**config.mk**
```make
export PLATFORM = sky130hd
export DESIGN_NAME = crc32_check
export DESIGN_NICKNAME = d
export VERILOG_FILES = /design/src/rtl/crc32_check.sv
export SDC_FILE = /design/constraint.sdc
export NUM_CORES = 1
export LEC_CHECK = 0
export BUFFER_PORTS_ARGS = -buffer_cell sky130_fd_sc_hd__buf_2
export CAP_MARGIN = 20
export CORE_ASPECT_RATIO = 1.1
export CORE_MARGIN = 1.5
export CORE_UTILIZATION = 60
export DETAILED_ROUTE_END_ITERATION = 8
export PLACE_DENSITY = 0.88
export SLEW_MARGIN = 20
export SYNTH_ARGS = -nofsm -noshare
export SYNTH_HDL_FRONTEND = slang
export SYNTH_SLANG_ARGS = --single-unit
export TNS_END_PERCENT = 100
```
**constraint.sdc**
```tcl
create_clock -name sys_clk -period 4.8 [get_ports sys_clk]
set_input_delay 1.2 -clock sys_clk [delete_from_list [all_inputs] [get_ports sys_clk]]
set_output_delay 1.2 -clock sys_clk [all_outputs]
set_load 0.01 [all_outputs]
```
**src/rtl/crc32_check.sv**
```systemverilog
// Serial CRC-32 receiver/checker: recomputes the CRC over len MSB-first data bits,
// echoes the data bits, and compares the computed CRC with the 32 trailing CRC bits.
module crc32_check (
    input  logic        sys_clk,
    input  logic        sys_rst_n,
    input  logic [31:0] len,
    input  logic        din,
    input  logic        din_vld,
    output logic        dout,
    output logic        dout_vld,
    output logic [31:0] crc_val,
    output logic        crc_ok,
    output logic        abort,
    output logic        done
);

    localparam logic [31:0] POLY = 32'h04C1_1DB7;
    localparam logic [31:0] SEED = 32'hFFFF_FFFF;

    typedef enum logic [1:0] {
        IDLE = 2'd0,
        DATA = 2'd1,
        CRC  = 2'd2,
        HOLD = 2'd3
    } state_t;

    state_t      state, state_nxt;
    logic        vld_q;
    logic [31:0] lfsr, lfsr_nxt;
    logic [31:0] len_q, len_nxt;
    logic [31:0] cnt, cnt_nxt;
    logic [4:0]  kcnt, kcnt_nxt;
    logic        mismatch, mismatch_nxt;
    logic        dout_nxt, dout_vld_nxt, crc_ok_nxt, abort_nxt, done_nxt;
    logic [31:0] crc_val_nxt;

    logic        start;
    logic [31:0] lfsr_base, lfsr_upd;
    logic        fb;
    logic        crc_bit;

    // The start bit is processed against a fresh seed, so the LFSR step uses the seed there.
    assign start     = (state == IDLE) && din_vld && !vld_q;
    assign lfsr_base = start ? SEED : lfsr;
    assign fb        = din ^ lfsr_base[31];
    assign lfsr_upd  = {lfsr_base[30:0], 1'b0} ^ (fb ? POLY : 32'h0);
    assign crc_bit   = crc_val[5'd31 - kcnt];

    always_comb begin
        state_nxt    = state;
        lfsr_nxt     = lfsr;
        len_nxt      = len_q;
        cnt_nxt      = cnt;
        kcnt_nxt     = kcnt;
        mismatch_nxt = mismatch;
        dout_nxt     = dout;
        dout_vld_nxt = 1'b0;
        crc_val_nxt  = crc_val;
        crc_ok_nxt   = crc_ok;
        abort_nxt    = abort;
        done_nxt     = 1'b0;

        case (state)
            IDLE: begin
                if (start) begin
                    len_nxt      = len;
                    crc_ok_nxt   = 1'b0;
                    abort_nxt    = 1'b0;
                    mismatch_nxt = 1'b0;
                    cnt_nxt      = 32'd0;
                    kcnt_nxt     = 5'd0;
                    if (len != 32'd0) begin
                        lfsr_nxt     = lfsr_upd;
                        dout_nxt     = din;
                        dout_vld_nxt = 1'b1;
                        cnt_nxt      = 32'd1;
                        if (len == 32'd1) begin
                            crc_val_nxt = ~lfsr_upd;
                            state_nxt   = CRC;
                        end else begin
                            state_nxt = DATA;
                        end
                    end else begin
                        // Empty frame: the start bit is CRC bit 31, checked against a zero CRC.
                        lfsr_nxt     = SEED;
                        crc_val_nxt  = 32'h0;
                        mismatch_nxt = din;
                        kcnt_nxt     = 5'd1;
                        state_nxt    = CRC;
                    end
                end else if (din_vld) begin
                    state_nxt = HOLD;
                end
            end

            DATA: begin
                if (din_vld) begin
                    lfsr_nxt     = lfsr_upd;
                    dout_nxt     = din;
                    dout_vld_nxt = 1'b1;
                    cnt_nxt      = cnt + 32'd1;
                    if (cnt + 32'd1 == len_q) begin
                        crc_val_nxt = ~lfsr_upd;
                        kcnt_nxt    = 5'd0;
                        state_nxt   = CRC;
                    end
                end else begin
                    done_nxt   = 1'b1;
                    abort_nxt  = 1'b1;
                    crc_ok_nxt = 1'b0;
                    state_nxt  = IDLE;
                end
            end

            CRC: begin
                if (din_vld) begin
                    mismatch_nxt = mismatch | (din != crc_bit);
                    kcnt_nxt     = kcnt + 5'd1;
                    if (kcnt == 5'd31) begin
                        done_nxt   = 1'b1;
                        crc_ok_nxt = !mismatch_nxt;
                        abort_nxt  = 1'b0;
                        state_nxt  = IDLE;
                    end
                end else begin
                    done_nxt   = 1'b1;
                    abort_nxt  = 1'b1;
                    crc_ok_nxt = 1'b0;
                    state_nxt  = IDLE;
                end
            end

            HOLD: begin
                if (!din_vld) state_nxt = IDLE;
            end

            default: state_nxt = IDLE;
        endcase
    end

    always_ff @(posedge sys_clk or negedge sys_rst_n) begin
        if (!sys_rst_n) begin
            state    <= IDLE;
            vld_q    <= 1'b0;
            lfsr     <= SEED;
            len_q    <= 32'd0;
            cnt      <= 32'd0;
            kcnt     <= 5'd0;
            mismatch <= 1'b0;
            dout     <= 1'b0;
            dout_vld <= 1'b0;
            crc_val  <= 32'h0;
            crc_ok   <= 1'b0;
            abort    <= 1'b0;
            done     <= 1'b0;
        end else begin
            state    <= state_nxt;
            vld_q    <= din_vld;
            lfsr     <= lfsr_nxt;
            len_q    <= len_nxt;
            cnt      <= cnt_nxt;
            kcnt     <= kcnt_nxt;
            mismatch <= mismatch_nxt;
            dout     <= dout_nxt;
            dout_vld <= dout_vld_nxt;
            crc_val  <= crc_val_nxt;
            crc_ok   <= crc_ok_nxt;
            abort    <= abort_nxt;
            done     <= done_nxt;
        end
    end

endmodule

```
==> impl_metrics.env <==
export IMPL_status="complete, no violations"
export IMPL_worst_path_largest_cell_delay_ns=0.70
export IMPL_hold_depth=2
export IMPL_post_cts_resized=0
export IMPL_seq_area_frac_synth_pct=45.2
export IMPL_reg2reg_to="crc_val[4]"
export IMPL_synth_edff_count=0
export IMPL_synth_top_family_by_area="simple AND/OR/NAND/NOR gates"
export IMPL_crit_path_start_kind="flop"
export IMPL_cp_arrival_ns=4.46
export IMPL_slew_violations=0
export IMPL_finalSetupViolations=0
export IMPL_antenna_cells=0
export IMPL_grt_pass1_wl_mm=34.1
export IMPL_drive_above_1_share_pct=22.6
export IMPL_routabilityCongestion=0.931
export IMPL_crit_type="flop to flop"
export IMPL_worstMarginPinSlew_ns=0.925
export IMPL_nFillCells=885
export IMPL_ys_ff_latch=142
export IMPL_synthSimpleGateAreaFrac_pct=21.0
export IMPL_pwr_share_comb_pct=39.4
export IMPL_power_static_leakage_nw=3.99
export IMPL_ys_async_sr_fraction_pct=100
export IMPL_final_seq_area_um2=3590
export IMPL_drtIter0Drc=553
export IMPL_tns_ns=0
export IMPL_synth_compound_area_share_pct=13.2
export IMPL_yosysUniqueCellTypes=61
export IMPL_initial_core_util_pct=62.3
export IMPL_timing_rr_start="cnt[0]"
export IMPL_synth_top_cells_by_area="dfrtp_1 35%, dfstp_2 11%, nand2_1 8.0%, mux2_4 5.7%, o21ai_0 5.3%"
export IMPL_hold_ws_ns=0.476
export IMPL_multiInputGateArea_um2=4100
export IMPL_dieArea_um2=13900
export IMPL_numPortBuffers=72
export IMPL_grt_pass1_vias=6576
export IMPL_ios=73
export IMPL_cap_violations=0
export IMPL_drt_pass1_iterations=8
export IMPL_period_share_pct=86.3
export IMPL_fin_nets=949
export IMPL_syn_num_nets=897
export IMPL_vdd_drop_max_uv=471
export IMPL_share_seq_of_total_power_pct=36.2
export IMPL_cts_buffers=17
export IMPL_cts_root_buf="clkbuf_16"
export IMPL_clk_pin_slew_ns=0.06
export IMPL_critPathMaxFanout=32
export IMPL_syn_area_per_cell_um2=9.33
export IMPL_grt_antenna_before_repair=0
export IMPL_synthAdderAreaFrac_pct=1.42
export IMPL_hpwl_mm=13.9
export IMPL_postCtsHoldBufs=0
export IMPL_core_um2=12800
export IMPL_rsz0062_at_grt="false"
export IMPL_synth_flop_cell="dfrtp_1"
export IMPL_max_freq_mhz=241
export IMPL_p_clk_share_pct=24.5
export IMPL_worstHoldPathType="flop to flop"
export IMPL_rows=43
export IMPL_synth_xor_area_share_pct=5.95
export IMPL_p_int_mw=3.65
export IMPL_cp_cell_sequence="ha_1 -> nand3_2 -> or4_1 -> o41ai_1 -> a31oi_1 -> o22ai_1 -> a41oi_4 -> a211oi_4 -> buf_12 -> mux2_2"
export IMPL_cts_sinks=142
export IMPL_holdCritStartpoint="abort"
export IMPL_grtUsageTotal_pct=31.7
export IMPL_vias=6797
export IMPL_slowest_stage="or4_1"
export IMPL_clockBufferDepth=2
export IMPL_drt_wirelength_per_cell_um=19.7
export IMPL_drc=0
export IMPL_tritoncts="done"
export IMPL_htreeDepth=4
export IMPL_clk_latency_ns=0.43
export IMPL_power_density_nw_per_um2=647
export IMPL_gr_total_overflow=0
export IMPL_fin_skew_ns=0.00709
export IMPL_chipWidth_um=113
export IMPL_hold_viol_final=0
export IMPL_drt_wl_total_mm=21.1
export IMPL_p_sw_share_pct=37.6
export IMPL_finalCriticalPeriod_ns=4.14
export IMPL_max_slew_margin_pct=38.3
export IMPL_synth_area_um2=7950
export IMPL_power_switching_mw=2.20
export IMPL_muxShareOfSynthArea_pct=9.70
export IMPL_synth_top_area_cell="dfrtp_1"
export IMPL_ant_nets=0
export IMPL_cts_setup_buffers=0
export IMPL_crit_path_end_kind="flop"
export IMPL_reg2reg_depth=10
export IMPL_yosys_area_top_type_share_pct=34.6
export IMPL_grt_max_degree=103
export IMPL_rrSetupSlack_ns=0.66
export IMPL_synthCells=852
export IMPL_syn2layout_area_growth_pct=13.8
export IMPL_hold_end="abort"
export IMPL_cp_required_ns=5.12
export IMPL_die_h_um=124
export IMPL_yosys_warnings=0
export IMPL_via_per_inst=6.33
[state kept, by name, indices dropped and copies added, names as in the netlist]
register  flops
cnt          32
crc_val      32
len_q        32
lfsr         32
kcnt          5
state         2
abort         1
crc_ok        1
done          1
dout          1
dout_vld      1
mismatch      1
vld_q         1
[logic make-up after synthesis]
logic type,Yosys count
compound gates,171
xor+xnor,54
fa+ha+maj,9
buf+inv,63
flops,142
mux,49
simple gates,364
[placed cells by master (no fill, tap or decap), types with 3 or more instances in the layout]
cell type and count:
or4_1 5, buf_2 71, o31ai_1 10, and4_1 5
xnor2_1 41, dfstp_2 32, nand2_1 170, nor4_1 13
a21o_1 6, a22o_1 3, nand2b_1 3, o32ai_1 3
mux2i_1 5, o2111ai_1 3, nor2b_1 6, buf_4 11
nor3_1 14, mux2_2 4, mux2_4 30, nand3_1 24
nor2_1 85, clkinv_4 4, nand4_1 13, xor2_1 12
ha_1 9, mux4_2 10, and3_1 8, a21oi_1 27
o21ai_0 84, clkbuf_16 17, bufinv_16 4, o41ai_1 10
o22ai_1 4, inv_6 3, and2_1 4, a31oi_1 9
dfrtp_1 110, inv_1 12
[worst max-delay path by stage]
| stage | from | to | slack [ns] |
|---|---|---|---|
| 2_1_floorplan | len[21] | crc_val[19] | 1.02 |
| 3_3_place_gp | cnt[0] | crc_val[31] | 0.87 |
| 3_5_place_dp | cnt[0] | crc_val[4] | 0.80 |
| 4_1_cts | cnt[0] | crc_val[4] | 0.72 |
| 5_1_grt | cnt[0] | crc_val[31] | 0.50 |
| 6_report | cnt[0] | crc_val[4] | 0.66 |
[Yosys cell counts, types with 4 or more instances]
cell type  number
mux2_4         30
o21ai_0        84
a21o_1          6
o31ai_1        10
dfrtp_1       110
buf_2           6
a31oi_1         9
and3_1          8
mux2i_1         5
nand3_1        24
nand2_1       170
mux2_2          4
a21oi_1        27
ha_1            9
nor3_1         15
and2_1          5
o22ai_1         4
clkbuf_1       32
nand4_1        13
buf_1           6
mux4_2         10
xnor2_1        42
inv_1          12
nor2b_1         6
dfstp_2        32
nor2_1         85
and4_1          5
or4_1           5
o41ai_1        10
nor4_1         13
xor2_1         12
[critical path: cells and delay by family (launching register included)]
family	cells	cell delay, ns
compound gates	5	1.57
simple gates	2	0.91
flops	1	0.48
mux	1	0.37
fa+ha+maj	1	0.35
buf+inv	1	0.30
[area by class of cell]
class	count	area share, %
clock inverters	15	2.32
clock buffers	17	4.70
well taps	157	2.17
multi-input cells	647	45.4
flip-flops and latches	142	39.7
repair buffers	84	5.19
inverters	12	0.498
[power by group through the flow]
stage	sequential, mW	combinational, mW	clock, mW
after floorplan	2.04	1.66	0
after global placement	2.10	2.17	0
after detailed placement	2.11	2.26	0
after CTS	2.11	2.30	1.44
after global routing	2.16	2.52	1.47
final	2.12	2.31	1.43
[through the flow]
stage | cells | util (%) | total power, mW | setup WS [ns] | instance area, µm²
floorplan | 852 | - | 3.70 | 1.02 | 7950
global placement | 1042 | 65.9 | 4.27 | 0.868 | 8410
detailed placement | 1042 | 65.9 | 4.37 | 0.804 | 8410
CTS | 1074 | 70.9 | 5.84 | 0.723 | 9040
global route | 1074 | 70.9 | 6.16 | 0.500 | 9040
finish | 1074 | 70.9 | 5.86 | 0.659 | 9040
[metal layers]
layer	part of all wire (%)	track usage, %	vias up
met1	38	38.1	3338
met4	4.3	17.2	0
met3	5.9	4.87	68
li1	-	-	3089
met5	0	0	-
met2	51	55.3	302
No activity file was read; power rests on OpenSTA's default activity.
